File: src/rtl/spi_slave_param_pkg.sv
// spi_pkg: FSM state encoding and command codes for the SPI slave.
// Shared by the interface, the top and the MISO shifter.
package spi_pkg;

   typedef enum logic [2:0] {
      IDLE,
      CHK_CMD,
      WRITE,
      READ_ADD,
      READ_DATA
   } state_t;

   localparam logic [1:0] CMD_WR_ADDR = 2'b00;
   localparam logic [1:0] CMD_WR_DATA = 2'b01;
   localparam logic [1:0] CMD_RD_ADDR = 2'b10;
   localparam logic [1:0] CMD_RD_DATA = 2'b11;

endpackage

File: src/rtl/spi_slave_param_if.sv
// spi_slave_param_if: serial pins plus rx/tx word handshake.
// frame_err exists only when SPI_SLAVE_FRAME_ERR_EN is defined.
interface spi_slave_param_if
   import spi_pkg::*;
#(
   parameter int CMD_W  = 2,
   parameter int DATA_W = 8
);

   logic                    SS_n;
   logic                    MOSI;
   logic                    MISO;
   logic [CMD_W+DATA_W-1:0] rx_data;
   logic                    rx_valid;
   logic [DATA_W-1:0]       tx_data;
   logic                    tx_valid;
`ifdef SPI_SLAVE_FRAME_ERR_EN
   logic                    frame_err;

   modport master (
      output SS_n, MOSI, tx_data, tx_valid,
      input  MISO, rx_data, rx_valid, frame_err
   );

   modport slave (
      input  SS_n, MOSI, tx_data, tx_valid,
      output MISO, rx_data, rx_valid, frame_err
   );
`else
   modport master (
      output SS_n, MOSI, tx_data, tx_valid,
      input  MISO, rx_data, rx_valid
   );

   modport slave (
      input  SS_n, MOSI, tx_data, tx_valid,
      output MISO, rx_data, rx_valid
   );
`endif

endinterface

File: src/rtl/spi_slave_param_tx_shifter.sv
// spi_tx_shifter: loads a read-data word and shifts it out MSB first.
// done is high on the edge that retires the last bit.
module spi_tx_shifter
   import spi_pkg::*;
#(
   parameter int DATA_W = 8
) (
   input  logic              clk,
   input  logic              rst,
   input  logic              clr,
   input  logic              load,
   input  logic [DATA_W-1:0] din,
   output logic              miso,
   output logic              busy,
   output logic              done
);

   localparam int BW = $clog2(DATA_W + 1);

   logic [DATA_W-1:0] sh;
   logic [BW-1:0]     bcnt;

   assign done = busy && (bcnt == BW'(DATA_W));

   // MSB is presented on the load edge, one further bit per clock
   always_ff @(posedge clk or posedge rst) begin
      if (rst) begin
         sh   <= '0;
         bcnt <= '0;
         busy <= 1'b0;
         miso <= 1'b0;
      end else if (clr) begin
         bcnt <= '0;
         busy <= 1'b0;
         miso <= 1'b0;
      end else if (load) begin
         sh   <= din << 1;
         miso <= din[DATA_W-1];
         bcnt <= BW'(1);
         busy <= 1'b1;
      end else if (busy) begin
         if (done) begin
            miso <= 1'b0;
            busy <= 1'b0;
         end else begin
            miso <= sh[DATA_W-1];
            sh   <= sh << 1;
            bcnt <= bcnt + 1'b1;
         end
      end
   end

endmodule

File: src/rtl/spi_slave_param.sv
// spi_slave_param: one CMD_W+DATA_W frame per SS_n-low window.
// Define SPI_SLAVE_FRAME_ERR_EN to add the frame_err truncation pulse.
module spi_slave_param
   import spi_pkg::*;
#(
   parameter int CMD_W  = 2,
   parameter int DATA_W = 8
) (
   input logic                clk,
   input logic                rst,
   spi_slave_param_if.slave   bus
);

   localparam int FRAME_W = CMD_W + DATA_W;
   localparam int CW      = $clog2(FRAME_W + 1);
   localparam logic [CW-1:0] CNT_MAX = CW'(FRAME_W);

   state_t             state;
   state_t             state_nx;
   logic [FRAME_W-1:0] sh;
   logic [FRAME_W-1:0] rx_q;
   logic               rxv_q;
   logic [CW-1:0]      cnt;
   logic               got;
   logic               sent;
   logic               rd_addr_seen;
   logic               rx_phase;
   logic               take;
   logic               fin;
   logic               load;
   logic               tx_busy;
   logic               tx_done;
   logic               tx_miso;

   assign rx_phase = (state != IDLE);
   assign take = !bus.SS_n && rx_phase && (cnt != CNT_MAX);
   assign fin  = !bus.SS_n && rx_phase && (cnt == CNT_MAX) && !got;
   assign load = !bus.SS_n && (state == READ_DATA) && got
               && !sent && !tx_busy && bus.tx_valid;

   assign bus.rx_data  = rx_q;
   assign bus.rx_valid = rxv_q;
   assign bus.MISO     = tx_miso;

   // state register
   always_ff @(posedge clk or posedge rst) begin
      if (rst) state <= IDLE;
      else     state <= state_nx;
   end

   // routing: first sampled bit plus the registered read-address flag
   always_comb begin
      state_nx = state;
      if (bus.SS_n) begin
         state_nx = IDLE;
      end else begin
         unique case (state)
            IDLE:    state_nx = CHK_CMD;
            CHK_CMD: state_nx = !bus.MOSI ? WRITE
                              : (rd_addr_seen ? READ_DATA : READ_ADD);
            default: state_nx = state;
         endcase
      end
   end

   // receive shifter, frame delivery and read-address tracking
   always_ff @(posedge clk or posedge rst) begin
      if (rst) begin
         sh           <= '0;
         rx_q         <= '0;
         rxv_q        <= 1'b0;
         cnt          <= '0;
         got          <= 1'b0;
         sent         <= 1'b0;
         rd_addr_seen <= 1'b0;
      end else begin
         rxv_q <= 1'b0;
         if (bus.SS_n) begin
            cnt  <= '0;
            got  <= 1'b0;
            sent <= 1'b0;
         end else begin
            if (take) begin
               sh  <= {sh[FRAME_W-2:0], bus.MOSI};
               cnt <= cnt + 1'b1;
            end
            if (fin) begin
               rx_q  <= sh;
               rxv_q <= 1'b1;
               got   <= 1'b1;
               if (state == READ_ADD) rd_addr_seen <= 1'b1;
            end
            if (load)    sent         <= 1'b1;
            if (tx_done) rd_addr_seen <= 1'b0;
         end
      end
   end

   spi_tx_shifter #(.DATA_W(DATA_W)) u_tx (
      .clk  (clk),
      .rst  (rst),
      .clr  (bus.SS_n),
      .load (load),
      .din  (bus.tx_data),
      .miso (tx_miso),
      .busy (tx_busy),
      .done (tx_done)
   );

`ifdef SPI_SLAVE_FRAME_ERR_EN
   logic ferr;

   // pulse when SS_n ends a partial frame or an unfinished MISO word
   always_ff @(posedge clk or posedge rst) begin
      if (rst) ferr <= 1'b0;
      else     ferr <= bus.SS_n
                     && ((rx_phase && cnt != '0 && cnt != CNT_MAX)
                         || tx_busy);
   end

   assign bus.frame_err = ferr;
`endif

endmodule
File: src/flat_wrapper.sv
// flat-port wrapper written by rule: the top's interface ports become plain ports
module spi_slave_param_flat import spi_pkg::*;
#(
   parameter int CMD_W  = 2,
   parameter int DATA_W = 8
)
  (clk, rst, bus_SS_n, bus_MOSI, bus_tx_data, bus_tx_valid, bus_MISO, bus_rx_data, bus_rx_valid);
  spi_slave_param_if #(.CMD_W(CMD_W), .DATA_W(DATA_W)) bus_i ();
  input logic clk;
  input logic rst;
  input wire logic [$bits(bus_i.SS_n)-1:0] bus_SS_n;
  input wire logic [$bits(bus_i.MOSI)-1:0] bus_MOSI;
  input wire logic [$bits(bus_i.tx_data)-1:0] bus_tx_data;
  input wire logic [$bits(bus_i.tx_valid)-1:0] bus_tx_valid;
  output wire logic [$bits(bus_i.MISO)-1:0] bus_MISO;
  output wire logic [$bits(bus_i.rx_data)-1:0] bus_rx_data;
  output wire logic [$bits(bus_i.rx_valid)-1:0] bus_rx_valid;
  assign bus_i.SS_n = bus_SS_n;
  assign bus_i.MOSI = bus_MOSI;
  assign bus_i.tx_data = bus_tx_data;
  assign bus_i.tx_valid = bus_tx_valid;
  assign bus_MISO = bus_i.MISO;
  assign bus_rx_data = bus_i.rx_data;
  assign bus_rx_valid = bus_i.rx_valid;
  spi_slave_param #(.CMD_W(CMD_W), .DATA_W(DATA_W)) u_core (.clk(clk), .rst(rst), .bus(bus_i));
endmodule
File: config.mk
export PLATFORM = sky130hd
export DESIGN_NAME = spi_slave_param_flat
export DESIGN_NICKNAME = d
export VERILOG_FILES = /design/src/rtl/spi_slave_param_pkg.sv /design/src/rtl/spi_slave_param_if.sv /design/src/rtl/spi_slave_param_tx_shifter.sv /design/src/rtl/spi_slave_param.sv /design/src/flat_wrapper.sv
export SDC_FILE = /design/constraint.sdc
export NUM_CORES = 1
export LEC_CHECK = 0
export CORE_MARGIN = 2
export CORE_UTILIZATION = 34
export CTS_BUF_LIST = sky130_fd_sc_hd__clkbuf_16
export CTS_CLUSTER_DIAMETER = 30
export DETAILED_ROUTE_END_ITERATION = 10
export SLEW_MARGIN = 25
export SYNTH_ARGS = -nofsm -noshare
export SYNTH_HDL_FRONTEND = slang
export SYNTH_SLANG_ARGS = --single-unit
File: constraint.sdc
create_clock -name clk -period 4 [get_ports clk]
set_clock_uncertainty 0.2 [all_clocks]
set_input_delay 1 -clock clk [delete_from_list [all_inputs] [get_ports clk]]
set_output_delay 1 -clock clk [all_outputs]
set_load 0.05 [all_outputs]
==> results of run 1 <==
-- cell type report --
cell class | instances | area share
Inverter | 7 | 0.0108
Clock inverter | 3 | 0.00618
Clock buffer | 5 | 0.0515
Tap cell | 72 | 0.0371
Timing Repair Buffer | 28 | 0.111
Sequential cell | 44 | 0.453
Multi-Input combinational cell | 93 | 0.330
-- layout by cell type (no fill, tap or decap) --
| cell type | netlist | final |
|---|---|---|
| clkinv_1 | 0 | 1 |
| nand4b_1 | 1 | 1 |
| nand3b_1 | 2 | 2 |
| a211o_1 | 1 | 1 |
| buf_4 | 0 | 4 |
| xor2_1 | 2 | 2 |
| mux2_2 | 33 | 33 |
| a21oi_4 | 1 | 1 |
| clkinvlp_4 | 0 | 1 |
| o21ai_0 | 2 | 2 |
| a21oi_1 | 2 | 2 |
| clkdlybuf4s50_1 | 0 | 24 |
| and4b_1 | 1 | 1 |
| nor3b_1 | 1 | 1 |
| a311oi_1 | 1 | 1 |
| nor3_2 | 1 | 1 |
| o22ai_1 | 1 | 1 |
| o31ai_1 | 1 | 1 |
| nor3_1 | 3 | 3 |
| nor4_1 | 2 | 2 |
| inv_1 | 7 | 8 |
| mux2i_1 | 3 | 3 |
| nor2_1 | 9 | 9 |
| a41oi_1 | 1 | 1 |
| ha_1 | 4 | 4 |
| nand4_1 | 1 | 1 |
| or4_4 | 1 | 1 |
| nand3_1 | 4 | 4 |
| and3_1 | 1 | 1 |
| nor4_2 | 2 | 2 |
| nor2b_1 | 1 | 1 |
| a31oi_1 | 1 | 1 |
| xnor2_1 | 1 | 1 |
| nand2b_1 | 4 | 4 |
| nor3b_2 | 1 | 1 |
| clkbuf_16 | 0 | 5 |
| dfrtp_1 | 44 | 44 |
| nand2_1 | 4 | 4 |
-- how the worst max path moves through the flow --
stage | start | endpoint | slack, ps | cells past startpoint
4_1_cts | bus_tx_valid | u_core.u_tx.sh[2] | 1270 | 5
3_5_place_dp | bus_tx_valid | u_core.u_tx.sh[5] | 980 | 5
6_report | bus_tx_valid | u_core.u_tx.sh[2] | 1280 | 5
3_3_place_gp | bus_tx_valid | u_core.u_tx.sh[2] | 1000 | 5
5_1_grt | bus_tx_valid | u_core.u_tx.sh[5] | 1250 | 5
2_1_floorplan | bus_SS_n | u_core.bus.rx_data[0] | 1520 | 4
-- sequential cells by signal (all words and copies together) (netlist names) --
name	flops
u_core.sent	1
u_core.u_tx.sh	7
u_core.bus.rx_data	10
u_core.bus.rx_valid	1
u_core.u_tx.busy	1
u_core.sh	10
u_core.u_tx.miso	1
u_core.rd_addr_seen	1
u_core.state	3
u_core.u_tx.bcnt	4
u_core.cnt	4
u_core.got	1
-- routing by layer --
layer	vias to the layer above	wire length, microns	global-route usage
met1	623	1640	0.154
met4	0	0	0.0271
met3	0	143	0.0498
met5	-	0	0
li1	586	-	-
met2	24	1780	0.213
-- stage by stage --
| stage | util | worst slack, ps | hold slack [ps] |
|---|---|---|---|
| after global placement | 0.413 | 1000 | 283 |
| after floorplan | - | 1520 | 260 |
| after detailed placement | 0.413 | 976 | 294 |
| after global routing | 0.438 | 1250 | 320 |
| final | 0.438 | 1280 | 305 |
| after CTS | 0.438 | 1270 | 307 |
-- kinds of logic after synthesis --
kind of cell,count (synthesis),share of synthesized area
AO/OA/AOI/OAI,11,0.0422
XOR/XNOR,3,0.0134
adder cells (fa/ha/maj),4,0.0256
buffers and inverters,13,0.0275
flip-flops,44,0.563
multiplexers,36,0.205
AND/OR/NAND/NOR,39,0.123
-- worst register-to-register path: cells and delay by family, from the launching register on --
kind	cells	cell delay (ps)
flip-flops	1	470
multiplexers	1	370
AO/OA/AOI/OAI	1	260
AND/OR/NAND/NOR	2	620
-- power groups by stage --
| stage | sequential, mW | combinational (mW) | clock [mW] |
|---|---|---|---|
| global route | 0.553 | 0.121 | 0.422 |
| CTS | 0.544 | 0.111 | 0.397 |
| floorplan | 0.536 | 0.0839 | 0 |
| finish | 0.543 | 0.109 | 0.388 |
| global placement | 0.548 | 0.105 | 0 |
| detailed placement | 0.552 | 0.111 | 0 |
==> run_results.csv, run 1 <==
group,metric,value,unit
pwr,swShare,0.237,
routing,wl_per_cell,14.1,microns
pwr,power.internal,0.794,mW
routing,via_per_inst,4.89,
timing,setup_viol,0,
pwr,power.density,428,nW/um^2
final_layout,antenna_cells,0,
routing,ant_nets,0,
critical_path,worst_ep_arrival_time,2680,ps
timing,drv_slew,0,
pwr,p_seq_frac,0.522,
placement,dpl.cell_count,244,
logic_synthesis,yosysMostFrequentCell,"dfrtp_1",
floorplan,die_w,79.8,microns
logic_synthesis,yosysSeqAreaShare,0.563,
logic_synthesis,synth_warnings,0,
final_layout,fin_area,2430,sq um
floorplan,die-area,6370,sq um
critical_path,path_buf_inv,1,
global_route,grt_usage,0.127,
timing,period_share,0.681,
final_layout,nets,196,
final_layout,drive_gt1_frac,0.272,
critical_path,critPathKind,"in -> reg",
critical_path,cp_cell_sequence,"clkdlybuf4s50_1 -> nand4b_1 -> or4_4 -> a21oi_4 -> mux2_2",
global_route,grt_pass1_vias,1326,
pwr,pwr-share-clk,0.373,
pwr,p_sw,0.246,mW
timing,rsz0062_at_grt,"false",
critical_path,r2r_slack,1960,ps
global_route,grt_max_degree,45,
routing,drc,0,
logic_synthesis,syn_inst,150,
clocking,worstSkewPairLatency,280,ps
hold_path,worstHoldStart,"u_core.u_tx.sh[6]",
clocking,htree_levels,2,
routing,drt-pass1-iter-count,4,
critical_path,crit_family,"simple AND/OR/NAND/NOR gates",
floorplan,core,5540,sq um
timing,setup_tns,0,ps
clocking,cts_tree,"done",
global_route,grt_overflow,0,
pwr,design_power_total,1.04,mW
clocking,cts_resized,0,
final_layout,fillers,512,
clocking,clkSinkCount,44,
logic_synthesis,synthArstFlopShare,1.00,
timing,tightest_slew,647,ps
hold_path,whs_path_depth,1,
timing,max_freq,0.367,GHz
logic_synthesis,yosysTopAreaCell,"dfrtp_1",
clocking,post_cts_buffers,0,
critical_path,slowest_stage,"clkdlybuf4s50_1",
hold_path,hold_class,"reg -> reg",
floorplan,num_rows,27,
routing,vias,1233,
clocking,path_clk_slew,50,ps
logic_synthesis,ys_ff_latch,44,
pwr,p_leak,1.10,nW
final_layout,multiInputGateArea,801,sq um
critical_path,timing.rr.start,"u_core.state[2]",
job,cap_violations,0,
hold_path,holdPathEnd,"u_core.u_tx.sh[6]",
clocking,clock_path_buffers,2,
logic_synthesis,syn_avg_cell_area,13.0,sq um
critical_path,critical_path_required,3960,ps
clocking,hold_buffers,0,
timing,final.min_clock_period,2720,ps
floorplan,fp.dieH,79.8,microns
placement,place_area,2290,sq um
final_layout,regArea,1100,sq um
logic_synthesis,synth_ff_type,"dfrtp_1",
critical_path,start_kind,"primary input",
final_layout,area_growth,24.2,%
floorplan,start_util,0.353,
pwr,peakVddDrop,0.249,mV
placement,place_congestion,0.762,
critical_path,critPathCaptureType,"flop",
critical_path,cpPeakStageDelay,470,ps
final_layout,instances_no_fill,252,
critical_path,reg2regPathDepth,4,
critical_path,r2r_end,"u_core.u_tx.sh[2]",
logic_synthesis,netlist_top_cells_count,"dfrtp_1 (44), mux2_2 (33), nor2_1 (9)",
logic_synthesis,syn_nets,167,
global_route,antenna_found_initial,0,
logic_synthesis,syn_area,1960,sq um
clocking,cts_inserted_buffers,5,
pwr,p_comb_frac,0.105,
routing,drtIter0Drc,36,
global_route,grt_pass1_wl,6220,microns
floorplan,ios,25,
placement,port_buffers,24,
timing,slew_headroom,0.565,
clocking,cts-root-buf,"clkbuf_16",
logic_synthesis,synth-edff-count,0,
logic_synthesis,synth.distinct_cells,35,
timing,finalHoldViolCount,0,
logic_synthesis,synth.top_cell.area_share,0.563,
routing,postRouteWirelength,3560,microns
placement,post-dp-hpwl,2410,microns
critical_path,crit_fanout,8,
logic_synthesis,synth_area_leaders,"dfrtp_1 (56%), mux2_2 (19%), ha_1 (2.6%)",
outcome,status,"completed",
No activity file was read; power rests on OpenSTA's default activity.
==> run 2: changes to the inputs <==
Clock period 4 ns to 2.3 ns, I/O delays scaled along.
==> run 2 against run 1 <==
  * First-iteration DRC count is 22% lower
  * Combinational power is 82% higher
  * Clock-buffer cell count stayed put
  * Largest power group unchanged
  * Die area stayed put
==> run_results.csv, run 2 (synthesis gave the netlist of run 1 again) <==
group,metric,value,unit
timing,setup_viol,0,
clocking,clkSinkCount,44,
pwr,p_leak,1.14,nW
timing,finalHoldViolCount,0,
final_layout,antenna_cells,0,
final_layout,nets,202,
pwr,power.density,724,nW/um^2
final_layout,multiInputGateArea,818,sq um
routing,drt-pass1-iter-count,4,
critical_path,slowest_stage,"clkdlybuf4s50_1",
timing,tightest_slew,560,ps
timing,slew_headroom,0.626,
pwr,peakVddDrop,0.412,mV
timing,setup_tns,0,ps
placement,port_buffers,24,
critical_path,crit_family,"buffers and inverters",
critical_path,worst_ep_arrival_time,1440,ps
timing,rsz0062_at_grt,"false",
routing,drtIter0Drc,28,
timing,max_freq,0.451,GHz
placement,place_congestion,0.722,
global_route,grt.busiest_layer,"met2",
critical_path,cp_cell_sequence,"clkdlybuf4s50_1",
routing,vias,1263,
routing,postRouteWirelength,3650,microns
global_route,grt_pass1_vias,1367,
timing,layout_setup_ws,82.6,ps
global_route,grt_max_degree,45,
timing,period_share,0.964,
routing,ant_nets,0,
job,cap_violations,0,
final_layout,instances_no_fill,258,
floorplan,fp.dieH,79.8,microns
clocking,path_clk_slew,60,ps
clocking,clock_path_buffers,2,
final_layout,area_growth,28.5,%
clocking,cts_tree,"done",
routing,wl_per_cell,14.1,microns
final_layout,drive_gt1_frac,0.317,
outcome,status,"completed",
global_route,grt_pass1_wl,6350,microns
floorplan,num_rows,27,
floorplan,ios,25,
global_route,grt_usage,0.127,
placement,post-dp-hpwl,2470,microns
placement,dpl.cell_count,248,
final_layout,fillers,523,
clocking,cts_inserted_buffers,5,
final_layout,layout_commonest_cell,"dfrtp_1",
final_layout,mostFrequentLayoutCells,"dfrtp_1 (44), mux2_2 (29), clkdlybuf4s50_1 (21)",
floorplan,core,5540,sq um
global_route,grt_use_met1,0.158,
timing,final.min_clock_period,2220,ps
critical_path,start_kind,"flop",
floorplan,start_util,0.353,
clocking,worstSkewPairLatency,280,ps
floorplan,die_w,79.8,microns
global_route,grt_overflow,0,
routing,via_per_inst,4.90,
hold_path,hold_class,"reg -> reg",
placement,dp_slack,-325,ps
critical_path,critical_path_required,1520,ps
final_layout,regArea,1100,sq um
global_route,antenna_found_initial,0,
clocking,cts-root-buf,"clkbuf_16",
critical_path,cpPeakStageDelay,810,ps
critical_path,path_buf_inv,1,
critical_path,critPathKind,"reg -> out",
clocking,htree_levels,2,
critical_path,critPathCaptureType,"output port",
global_route,use_met3,0.0385,
timing,drv_slew,0,
placement,place_area,2330,sq um
floorplan,die-area,6370,sq um
final_layout,fin_area,2510,sq um
global_route,use_met2,0.214,
critical_path,crit_fanout,2,
routing,drc,0,
-- run 2: cell count changes in the layout (fill, tap and decap cells not counted), sizes merged --
cell	previous run	this run
clkinvlp	1	2
inv	8	7
buf	4	12
clkdlybuf4s50	24	21
dlygate4sd2	0	1
-- run 2: where the power goes --
group / internal (mW) / switching [mW] / total (mW)
clock: 0.398 / 0.275 / 0.673
combinational: 0.121 / 0.0773 / 0.198
sequential: 0.871 / 0.0766 / 0.948
total: 1.39 / 0.429 / 1.82
-- run 2: metrics by stage --
| step | hold WS [ps] | power (mW) | utilization |
|---|---|---|---|
| floorplan | 260 | 1.08 | - |
| global placement | 284 | 1.14 | 0.420 |
| detailed placement | 290 | 1.16 | 0.420 |
| CTS | 303 | 1.85 | 0.453 |
| global route | 321 | 1.91 | 0.454 |
| finish | 301 | 1.82 | 0.454 |
-- run 2: layer usage --
| metal | share of wire | up-vias |
|---|---|---|
| li1 | - | 603 |
| met1 | 0.45 | 626 |
| met2 | 0.50 | 30 |
| met3 | 0.045 | 4 |
| met4 | 0.0093 | 0 |
| met5 | 0 | - |
-- run 2: path summary, 6_finish.rpt --
| path | from | depth (start not counted) | slack, ps | to |
|---|---|---|---|---|
| worst max-delay path | u_core.bus.rx_data[3] | 1 | 80 | bus_rx_data[3] |
| worst min-delay path | u_core.u_tx.sh[2] | 1 | 300 | u_core.u_tx.sh[2] |
| worst max register to register | u_core.state[2] | 5 | 170 | u_core.u_tx.sh[6] |
| worst min register to register | u_core.u_tx.sh[2] | 1 | 300 | u_core.u_tx.sh[2] |
| max in group asynchronous | rst | 3 | 970 | u_core.bus.rx_valid |
| min in group asynchronous | rst | 3 | 550 | u_core.u_tx.sh[4] |
-- run 2: area by class of cell --
class	count	area share
Clock buffer	5	0.0498
Tap cell	72	0.0358
Clock inverter	3	0.00747
Timing Repair Buffer	34	0.133
Sequential cell	44	0.438
Inverter	7	0.0105
Multi-Input combinational cell	93	0.326
-- run 2: repair_timing --
| item | in CTS | in global routing |
|---|---|---|
| hold buffers | 0 | 0 |
| gates resized for setup | 5 | 1 |
| setup endpoints to repair | 6 | 1 |
| pin swaps | 2 | 0 |
| gates cloned | 0 | 0 |
| buffers inserted | 2 | 0 |
==> run 3: changes to the inputs <==
Settings changed: RECOVER_POWER set to 100, SLEW_MARGIN 25 to 20.
==> run 3 against run 2 <==
  * First-iteration DRC count is 25% lower
  * Sequential share of layout area grew 0.40 points
  * Global-route usage unchanged
  * Critical endpoint unchanged
  * Clock power hardly changed
  * Critical path type unchanged
  * Register-to-register slack got worse by 50 ps
  * Sequential power is essentially flat
  * Maximum frequency about the same
  * Highest routed layer unchanged
  * Via count decreased by 1.2%
  * Setup slack about the same
  * Design area fell by 0.90%
  * Die area unchanged
  * Clock-buffer cell count unchanged
==> run_results.csv, run 3 (synthesis gave the netlist of run 1 again) <==
group,metric,value,unit
timing,period_share,0.964,
critical_path,worst_ep_arrival_time,1440,ps
global_route,grt_max_degree,45,
clocking,clock_path_buffers,2,
pwr,power.internal,1.39,mW
clocking,path_clk_slew,60,ps
placement,dp_slack,-325,ps
routing,vias,1248,
floorplan,start_util,0.353,
critical_path,start_kind,"flop",
global_route,grt_usage,0.127,
pwr,peakVddDrop,0.411,mV
timing,hold_slack,301,ps
job,cap_violations,0,
clocking,cts_tree,"done",
routing,drc,0,
pwr,p_leak,1.13,nW
final_layout,nets,202,
timing,slew_headroom,0.278,
timing,layout_setup_ws,82.4,ps
placement,place_area,2330,sq um
clocking,cts_inserted_buffers,5,
timing,finalHoldViolCount,0,
timing,setup_tns,0,ps
final_layout,mostFrequentLayoutCells,"dfrtp_1 (44), mux2_2 (29), clkdlybuf4s50_1 (19)",
critical_path,critical_path_required,1520,ps
pwr,p_comb_frac,0.108,
hold_path,hold_class,"reg -> reg",
routing,wl_per_cell,14.1,microns
pwr,p_seq_frac,0.522,
global_route,use_met3,0.0385,
timing,final.min_clock_period,2220,ps
global_route,grt_use_met1,0.158,
floorplan,ios,25,
final_layout,instances_no_fill,258,
final_layout,antenna_cells,0,
floorplan,core,5540,sq um
clocking,hold_buffers,0,
routing,postRouteWirelength,3640,microns
global_route,grt_pass1_vias,1367,
final_layout,fin_area,2490,sq um
routing,drtIter0Drc,21,
critical_path,critPathKind,"reg -> out",
global_route,grt_overflow,0,
clocking,clkSinkCount,44,
pwr,p_sw,0.427,mW
global_route,grt.busiest_layer,"met2",
floorplan,die-area,6370,sq um
clocking,worstSkewPairLatency,280,ps
critical_path,path_buf_inv,1,
timing,rsz0062_at_grt,"false",
critical_path,slowest_stage,"clkdlybuf4s50_1",
pwr,power.density,729,nW/um^2
routing,drt-pass1-iter-count,4,
global_route,use_met2,0.214,
pwr,swShare,0.235,
outcome,status,"completed",
placement,port_buffers,24,
placement,place_congestion,0.722,
routing,via_per_inst,4.84,
timing,setup_viol,0,
critical_path,critPathCaptureType,"output port",
floorplan,num_rows,27,
critical_path,cp_cell_sequence,"clkdlybuf4s50_1",
timing,drv_slew,0,
pwr,pwr-share-clk,0.370,
placement,post-dp-hpwl,2470,microns
final_layout,drive_gt1_frac,0.290,
critical_path,crit_fanout,2,
global_route,antenna_found_initial,0,
critical_path,crit_family,"buffers and inverters",
floorplan,fp.dieH,79.8,microns
final_layout,layout_commonest_cell,"dfrtp_1",
timing,max_freq,0.451,GHz
routing,ant_nets,0,
final_layout,area_growth,27.4,%
critical_path,cpPeakStageDelay,810,ps
floorplan,die_w,79.8,microns
timing,tightest_slew,1080,ps
clocking,cts-root-buf,"clkbuf_16",
global_route,grt_pass1_wl,6350,microns
placement,dpl.cell_count,248,
clocking,htree_levels,2,
run 3: cell count changes in the layout (fill, tap and decap cells not counted), sizes merged:
| cell | change |
|---|---|
| dlygate4sd3 | +2 |
| buf | -4 |
| clkdlybuf4s50 | -2 |
| clkbuf | +4 |
run 3: metal layers:
metal	share of wire	routed length (microns)
met1	0.45	1640
met2	0.49	1800
met3	0.045	164
met4	0.0093	34
met5	0	0
run 3: power by group through the flow:
stage / clock, mW / combinational [mW] / sequential [mW]
floorplan: 0 / 0.146 / 0.932
global placement: 0 / 0.189 / 0.953
detailed placement: 0 / 0.203 / 0.960
CTS: 0.698 / 0.203 / 0.948
global route: 0.731 / 0.216 / 0.963
finish: 0.672 / 0.196 / 0.947
run 3: final timing paths:
path / start / to / cells after the start / slack (ps)
setup / recovery: u_core.bus.rx_data[3] / bus_rx_data[3] / 1 / 80
min in group asynchronous: rst / u_core.u_tx.sh[4] / 3 / 890
setup reg to reg: u_core.state[2] / u_core.u_tx.sh[6] / 5 / 120
hold reg to reg: u_core.u_tx.sh[2] / u_core.u_tx.sh[2] / 1 / 300
hold / removal: u_core.u_tx.sh[2] / u_core.u_tx.sh[2] / 1 / 300
max in group asynchronous: rst / u_core.cnt[2] / 3 / 360
run 3: cell type report:
cell class              count  area [sq um]
flip-flops and latches     44          1100
clock buffers               5           125
fillers                   526          3050
well taps                  72          90.1
inverters                   7          26.3
multi-input cells          93           810
repair buffers             34           320
clock inverters             3          18.8
run 3: per-stage QoR:
stage	util	total power, mW
finish	0.450	1.82
floorplan	-	1.08
global placement	0.420	1.14
global route	0.450	1.91
detailed placement	0.420	1.16
CTS	0.453	1.85
run 3: timing repair:
item / CTS / global route
gates resized for setup: 5 / 1
setup endpoints to repair: 6 / 1
buffers inserted: 2 / 0
pin swaps: 2 / 0
==> RTL change (config.mk and constraints of run 2) <==
`CMD_W` is set to 2 in 3 places; all go to 4.
--- a/src/rtl/spi_slave_param_if.sv
+++ b/src/rtl/spi_slave_param_if.sv
@@ -3,7 +3,7 @@
 interface spi_slave_param_if
    import spi_pkg::*;
 #(
-   parameter int CMD_W  = 2,
+   parameter int CMD_W  = 4,
    parameter int DATA_W = 8
 );
 
--- a/src/rtl/spi_slave_param.sv
+++ b/src/rtl/spi_slave_param.sv
@@ -3,7 +3,7 @@
 module spi_slave_param
    import spi_pkg::*;
 #(
-   parameter int CMD_W  = 2,
+   parameter int CMD_W  = 4,
    parameter int DATA_W = 8
 ) (
    input logic                clk,
--- a/src/flat_wrapper.sv
+++ b/src/flat_wrapper.sv
@@ -1,7 +1,7 @@
 // flat-port wrapper written by rule: the top's interface ports become plain ports
 module spi_slave_param_flat import spi_pkg::*;
 #(
-   parameter int CMD_W  = 2,
+   parameter int CMD_W  = 4,
    parameter int DATA_W = 8
 )
   (clk, rst, bus_SS_n, bus_MOSI, bus_tx_data, bus_tx_valid, bus_MISO, bus_rx_data, bus_rx_valid);
Ports: changed (resized bus_rx_data); port bits go from 25 to 27. The function was not compared with the original's and may differ.
==> RTL change against run 2 <==
  * Worst setup slack got worse by 16 ps
  * Design area rose by 8.3%
  * Wire length fell by 0.25%
  * Count of clock-buffer cells in the layout did not move
  * Power rose by 7.0%
  * Sequential cell count rose by 4
  * Area after synthesis rose by 9.8%
  * Synthesized cell count rose by 8.0%
  * Clock power rose by 4.3%
  * Largest cell class unchanged
==> RTL change: results (changes against run 2) <==
* Area contributors post-synth: dfrtp_1 56%, mux2_2 20%, ha_1 2.3%, inv_1 1.6%, a21oi_1 1.4%
* Final std cells w/o fill at 276 (+7.0%)
* Vias/cell at 4.85 (-0.90%)
* Clk network pwr share at 0.361 (-0.009)
* Worst-Skew Late Latency at 280 ps (about the same)
* Port Buf Inserts at 26 (+8.3%)
* Top cell types by occurrence after synthesis: 48 x dfrtp_1, 38 x mux2_2, 9 x inv_1
* Netlist cell types at 38 (+8.6%)
* Place WS at -80.1 ps (+245 ps)
* Worst vdd ir at 0.418 mV (+1.5%)
* GPL Wtd Cong at 0.762 (+5.6%)
* Seq/Total Area, Yosys at 0.559 (-0.00358)
* NumNets Final at 217 (+7.4%)
* HPWL Detailed at 2480 µm (+0.20%)
* Post-cts resize count at 0 (-5)
* Max Clk Rate at 0.448 GHz (-0.70%)
* Crit-path max FO at 2 (unchanged)
* Status: completed
* Placed cells at 268 (+8.1%)
* Post-Route WL at 3640 µm (-0.25%)
* Mapped Nets at 179 (+7.2%)
* DP Area at 0.00258 mm² (+11%)
* Worst-margin pin slew at 499 ps (-61.7 ps)
* Vias in the first global route at 1356 (-0.80%)
* Global-route usage over all layers at 0.111 (-0.0161)
* Postcts setup bufs at 0 (-2)
* Share of cells above drive strength 1 at 0.338 (+0.0211)
* P_sw at 460 µW (+7.2%)
## RTL change: changes by cell type in the layout (fill, tap and decap cells not counted), moves of 3 or more
cell,change
a21oi_1,+4
dfrtp_1,+4
mux2_4,-4
nor3_1,-3
mux2_2,+9
## RTL change: worst paths after layout
| kind | startpoint | endpoint | cells past startpoint |
|---|---|---|---|
| setup reg to reg | u_core.state[0]$_DFFE_PP0P_ | u_core.u_tx.sh[6]$_DFFE_PP0P_ | 5 |
| hold reg to reg | u_core.sh[11]$_DFFE_PP0P_ | u_core.bus.rx_data[11]$_DFFE_PP0P_ | 1 |
| max in group asynchronous | rst | u_core.bus.rx_data[10]$_DFFE_PP0P_ | 3 |
| hold / removal | u_core.sh[11]$_DFFE_PP0P_ | u_core.bus.rx_data[11]$_DFFE_PP0P_ | 1 |
| min in group asynchronous | rst | u_core.u_tx.sh[4]$_DFFE_PP0P_ | 3 |
| setup / recovery | u_core.bus.rx_data[2]$_DFFE_PP0P_ | bus_rx_data[2] | 1 |
## RTL change: cells by family after synthesis
family	synth area share
AO/OA/AOI/OAI	0.0565
XOR/XNOR	0.00408
flip-flops	0.559
AND/OR/NAND/NOR	0.122
adder cells (fa/ha/maj)	0.0233
multiplexers	0.204
buffers and inverters	0.0303
## RTL change: metal layers
metal / track usage / vias to the layer above / part of all wire
met2: 0.174 / 19 / 0.44
met1: 0.149 / 660 / 0.51
met3: 0.0218 / 7 / 0.026
li1: - / 653 / -
met5: 0 / - / 0
met4: 0.0528 / 0 / 0.022
## RTL change: area by class of cell
cell class / count / area (µm²)
fillers: 568 / 3300
well taps: 75 / 93.8
flip-flops and latches: 48 / 1200
clock buffers: 5 / 125
clock inverters: 3 / 17.5
inverters: 9 / 33.8
repair buffers: 37 / 370
multi-input cells: 99 / 881
